--- config.mk ---
export PLATFORM = sky130hd
export DESIGN_NAME = uart_deframer
export DESIGN_NICKNAME = d
export VERILOG_FILES = /design/src/rtl/uart_deframer.sv
export SDC_FILE = /design/constraint.sdc
export NUM_CORES = 1
export LEC_CHECK = 0
export CAP_MARGIN = 20
export CORE_ASPECT_RATIO = 1.75
export CORE_UTILIZATION = 55
export CTS_BUF_LIST = sky130_fd_sc_hd__clkbuf_2
export DETAILED_ROUTE_END_ITERATION = 7
export DONT_BUFFER_PORTS = 1
export GPL_TIMING_DRIVEN = 0
export PLACE_DENSITY = 0.7
export SLEW_MARGIN = 25
export SYNTH_ARGS = -nofsm -noshare
export SYNTH_HDL_FRONTEND = slang
export SYNTH_SLANG_ARGS = --single-unit
--- constraint.sdc ---
create_clock -name clk -period 3.28 [get_ports clk]
set_input_delay 0.656 -clock clk [delete_from_list [all_inputs] [get_ports clk]]
set_output_delay 0.656 -clock clk [all_outputs]
set_load 0.01 [all_outputs]
--- src/rtl/uart_deframer.sv ---
// uart_deframer: parses SYNC/LEN/payload/CHK frames popped from the uart RX FIFO.
// The payload is buffered and released as a valid/ready byte stream only once the
// checksum has passed. Corrupt or partial frames never reach downstream.
// Optional feature: define UART_DEFRAMER_TIMEOUT_EN to drop a frame whose bytes
// stop arriving for TIMEOUT clk cycles.
module uart_deframer #(
  parameter int               DATA_   = 8,
  parameter int               MAXLEN  = 16,
  parameter logic [DATA_-1:0] SYNC    = 8'hA5,
  parameter int               TIMEOUT = 50000
) (
  input  logic                         clk,
  input  logic                         rst,
  input  logic                         rxavail,
  output logic                         re,
  input  logic [DATA_-1:0]             rxdata,
  output logic [DATA_-1:0]             dout,
  output logic                         valid,
  input  logic                         ready,
  output logic                         last,
  output logic [$clog2(MAXLEN+1)-1:0]  len,
  output logic                         ok,
  output logic                         err,
  output logic                         busy
);

  localparam int LW = $clog2(MAXLEN + 1);
  localparam int IW = (MAXLEN > 1) ? $clog2(MAXLEN) : 1;

  typedef enum logic [2:0] {S_SYNC, S_LEN, S_PAYLOAD, S_CHECK, S_EMIT} state_t;

  state_t           state, state_d;
  logic             pend;
  logic             cap;
  logic             tmo;
  logic             len_bad;
  logic             ok_d, err_d;
  logic [DATA_-1:0] b;
  logic [DATA_-1:0] sum, sum_nx;
  logic [LW-1:0]    cnt, idx;
  logic [DATA_-1:0] pbuf [MAXLEN];

  assign b       = rxdata;
  assign sum_nx  = sum + b;
  assign len_bad = (b == '0) || (32'(b) > 32'(MAXLEN));
  assign busy    = (state != S_SYNC);

  // One read in flight at most; the FIFO holds bytes while a frame is being emitted.
  assign re = !rst && rxavail && !pend && (state != S_EMIT);

`ifdef UART_DEFRAMER_TIMEOUT_EN
  localparam int TW = $clog2(TIMEOUT + 1);

  logic [TW-1:0] tcnt;
  logic          disc;
  logic          parsing;

  assign parsing = (state == S_LEN) || (state == S_PAYLOAD) || (state == S_CHECK);
  assign tmo     = parsing && !pend && (tcnt == TW'(TIMEOUT - 1));
  // A read launched in the same cycle as a timeout returns a byte that must be ignored.
  assign cap     = pend && !disc;

  // Inter-byte idle counter and the discard flag for a read racing the timeout.
  always_ff @(posedge clk) begin
    if (rst) begin
      tcnt <= '0;
      disc <= 1'b0;
    end else begin
      if (pend || !parsing || tmo) tcnt <= '0;
      else                         tcnt <= tcnt + TW'(1);
      if (tmo && re)  disc <= 1'b1;
      else if (pend)  disc <= 1'b0;
    end
  end
`else
  assign cap = pend;
  assign tmo = 1'b0;
`endif

  // State register.
  always_ff @(posedge clk) begin
    if (rst) state <= S_SYNC;
    else     state <= state_d;
  end

  // Next-state and ok/err pulse decisions, advanced by captured bytes.
  always_comb begin
    state_d = state;
    ok_d    = 1'b0;
    err_d   = 1'b0;
    case (state)
      S_SYNC:    if (cap && b == SYNC) state_d = S_LEN;
      S_LEN: begin
        if (cap) begin
          if (len_bad) begin
            err_d   = 1'b1;
            state_d = S_SYNC;
          end else begin
            state_d = S_PAYLOAD;
          end
        end
      end
      S_PAYLOAD: if (cap && (cnt + LW'(1)) == len) state_d = S_CHECK;
      S_CHECK: begin
        if (cap) begin
          if (sum_nx == '0) begin
            ok_d    = 1'b1;
            state_d = S_EMIT;
          end else begin
            err_d   = 1'b1;
            state_d = S_SYNC;
          end
        end
      end
      S_EMIT:    if (valid && ready && last) state_d = S_SYNC;
      default:   state_d = S_SYNC;
    endcase
    if (tmo) begin
      err_d   = 1'b1;
      state_d = S_SYNC;
    end
  end

  // Control and output registers: read tracking, pulses, length and the emit stream.
  always_ff @(posedge clk) begin
    if (rst) begin
      pend  <= 1'b0;
      ok    <= 1'b0;
      err   <= 1'b0;
      valid <= 1'b0;
      last  <= 1'b0;
      dout  <= '0;
      len   <= '0;
    end else begin
      pend <= re;
      ok   <= ok_d;
      err  <= err_d;
      if (state == S_LEN && cap && !len_bad) len <= LW'(b);
      if (state == S_EMIT) begin
        if (!valid) begin
          valid <= 1'b1;
          dout  <= pbuf[IW'(idx)];
          last  <= (idx + LW'(1)) == len;
        end else if (ready) begin
          if (last) begin
            valid <= 1'b0;
            last  <= 1'b0;
          end else begin
            dout <= pbuf[IW'(idx + LW'(1))];
            last <= (idx + LW'(2)) == len;
          end
        end
      end
    end
  end

  // Payload buffer, running checksum and byte counters.
  always_ff @(posedge clk) begin
    if (cap) begin
      case (state)
        S_SYNC: sum <= '0;
        S_LEN: begin
          sum <= b;
          cnt <= '0;
        end
        S_PAYLOAD: begin
          pbuf[IW'(cnt)] <= b;
          sum            <= sum_nx;
          cnt            <= cnt + LW'(1);
        end
        default: ;
      endcase
    end
    if (ok_d)                                        idx <= '0;
    else if (state == S_EMIT && valid && ready && !last) idx <= idx + LW'(1);
  end

endmodule

==> results of run 1 <==
## layout by cell type, fill, tap and decap left out, types with 15 or more instances in the layout
cell type,netlist,routed
nand2_1,15,15
clkbuf_1,16,16
dfxtp_1,30,30
edfxtp_1,141,141
a21oi_1,26,26
mux2_2,16,16
mux4_2,71,71
clkbuf_2,2,20
nand3_1,18,18
nor2_1,52,52
## worst max-delay path, delay by kind of cell, from the launching register on
kind	cells	cell delay, ns
simple gates	2	0.69
flops	1	0.41
buf+inv	1	0.40
## how the worst max path moves through the flow
stage / start / to / slack [ns] / cells past startpoint
detailed placement: rxdata[0] / err / 0.21 / 8
CTS: state[0] / re / 0.36 / 3
floorplan: rxdata[0] / state[2] / 0.74 / 8
finish: state[0] / re / 0.40 / 3
global placement: rxdata[0] / idx[2] / 0.25 / 8
global route: state[0] / re / 0.25 / 3
## what timing repair did
| action | 4_1_cts | 5_1_grt |
|---|---|---|
| endpoints found under the hold margin | 100 | 15 |
| setup endpoints to repair | 0 | 0 |
| hold buffers | 8 | 6 |
## flip-flops by register name, summed over array words and instances, names as in the netlist, named ones only
signal	count
dout	8
cnt	5
valid	1
state	3
len	5
ok	1
idx	5
err	1
sum	8
pbuf	128
cap	1
last	1
## report_power, final
part	internal, mW	switching [mW]
Combinational	0.0381	0.0764
Clock	0.298	0.786
Sequential	2.35	0.00136
## final cells by class
type | count | share of cell area, %
Multi-Input combinational cell | 338 | 37.9
Clock inverter | 14 | 1.52
Tap cell | 183 | 2.53
Clock buffer | 18 | 0.997
Sequential cell | 171 | 53.5
Inverter | 11 | 0.457
Buffer | 32 | 1.50
Timing Repair Buffer | 14 | 1.55
Antenna cell | 2 | 0.0554
## logic make-up after synthesis
group                    Yosys count
AO/OA/AOI/OAI                     69
XOR/XNOR                          24
adder cells (fa/ha/maj)           14
buffers and inverters             43
flip-flops                       171
multiplexers                      89
AND/OR/NAND/NOR                  142
## routing by layer
layer | vias to the layer above | global-route usage (%) | wire (µm)
met2 | 300 | 54.2 | 12300
met4 | 0 | 17.7 | 1460
li1 | 2290 | - | -
met1 | 2696 | 30.8 | 6980
met5 | - | 0 | 0
met3 | 64 | 4.55 | 1420
==> summary.md, run 1 <==
| Metric | Value |
|---|---|
| Clock Latency Late Sink | 0.74 ns |
| Placement Setup Slack | 0.207 ns |
| Mapped Cells | 552 |
| Number of port buffers | 0 |
| EDFF count, synth | 141 |
| Final Util | 60.6% |
| CP required | 2.62 ns |
| Hold Startpoint | rxdata[7] |
| Root buffer cell | clkbuf_2 |
| Main combinational cell family by area after synthesis | multiplexers |
| Post-Layout Cell Count | 783 |
| FF/Latch Area | 4830 µm² |
| # Post-CTS Setup Buffers | 0 |
| Post-synthesis simple-gate area fraction | 8.70% |
| Fin Hold WS | 0.0479 ns |
| Drt pass-1 iters | 5 |
| Final HPWL DP | 15600 µm |
| Synthesized flop and latch total | 171 |
| Most used flip-flop cell after synthesis | edfxtp_1 |
| CTS tree | yes |
| Die width | 95.5 µm |
| Worst EP arrival | 2.22 ns |
| CTS Buf Count | 17 |
| Critical Path Max Stage Delay | 0.50 ns |
| First-pass GRT wire length | 32400 µm |
| Yosys top cell area share | 50.3% |
| Commonest cells in the netlist | edfxtp_1 (141), mux4_2 (71), nor2_1 (52) |
| CTS clock-pin slew for the worst setup and hold paths | 0.25 ns |
| Placer Congestion | 0.937 |
| All-Layer GR Usage | 29.7% |
| Resized Gates After CTS | 0 |
| Row count | 59 |
| Setup violations, final | 0 |
| Slowest CP cell | nor4b_1 |
| Synth area leader | edfxtp_1 |
| Fin crit period | 2.88 ns |
| Core Footprint | 14900 µm² |
| Die area | 15800 µm² |
| XOR/XNOR share of the synthesized area | 2.59% |
| Multi-input logic area | 3420 µm² |
| Dominant cells by area after synthesis | edfxtp_1 (50%), mux4_2 (19%), dfxtp_1 (7.1%) |
| Crit. End Element | output port |
| Hold Path Sink | pbuf[2][7] |
| Slew @ Worst Pin | 0.962 ns |
| Total clock sinks | 171 |
| Vias/cell | 6.83 |
| Leak | 2.82 nW |
| Worst Setup Start Kind | flop |
| YS warnings | 0 |
| Dpl cells | 735 |
| Net count, final | 611 |
| Area growth from synthesis to layout | 7.39% |
| Share of layout cells above drive strength 1 | 23.6% |
| Flop-to-flop setup slack | 0.46 ns |
| Worst-case clock buffer depth | 2 |
| Initial DRC Count | 541 |
| Hold crit path type | in -> reg |
| Crit-path cells | clkbuf_1, nor3b_2, nor4b_1 |
| Cell Area, Synth | 8420 µm² |
| Pwr Density | 393 nW/µm² |
| Initial Utilization | 56.4% |
| Top-count cell post-synth | edfxtp_1 |
| Post-route ant nets | 0 |
| Compound-gate portion of the synthesized area | 5.43% |
| Total power | 3.55 mW |
| Avg Cell Area, Syn | 15.2 µm² |
| Final Instance Area | 9040 µm² |
| Via count | 5350 |
| RSZ-0062 raised after global routing | no |
| Fillers | 1190 |
| Clock Skew | 0.0623 ns |
| Mux contribution to synthesized area | 21.6% |
| WHS Path Cells | 0 |
| Rel. slew slack | 35.6% |
| Initial antenna violation count | 2 |
| Sequential element share of the synthesized area | 57.4% |
| Slew Limit Fails | 0 |
| Fin crit share | 87.8% |
| Largest net degree at the start of global routing | 18 |
| Io pins | 31 |
| Status | finished, final reports clean |
| Syn nets | 578 |
| Dpl cell area | 8660 µm² |
| Max Clock Freq | 347 MHz |
| CTS H-tree lvls | 4 |
| Die H | 166 µm |
| Total of max-cap violations | 0 |
| FFs w/ async S/R, synth | 0% |
| Final setup margin | 0.402 ns |
| Worst vdd ir | 0.200 mV |
| FF-to-FF End | dout[3] |
| Post-synth cell types | 59 |
| Final WL | 22200 µm |
| Setup TNS | 0 ns |
| Crit path kind | reg -> out |
| Worst-path fanout max | 10 |
| Routed WL per cell | 28.4 µm |
| Adder-cell share of the synthesized area | 2.17% |
| Final hold violation count | 0 |
| R2R cell count | 7 |
| Vias in the first global route | 5431 |
| Worst R2R Start | idx[1] |
| # DRC | 0 |
| Total gr overflow | 0 |
Power figures use the tool's default switching activity.
==> run 2: changes to the inputs <==
--- a/config.mk
+++ b/config.mk
@@ -5,7 +5,6 @@
 export SDC_FILE = /design/constraint.sdc
 export NUM_CORES = 1
 export LEC_CHECK = 0
-export CAP_MARGIN = 20
 export CORE_ASPECT_RATIO = 1.75
 export CORE_UTILIZATION = 55
 export CTS_BUF_LIST = sky130_fd_sc_hd__clkbuf_2
==> results of run 2 <==
Same layout as run 1: the final DEF is identical, and so are final timing and power.
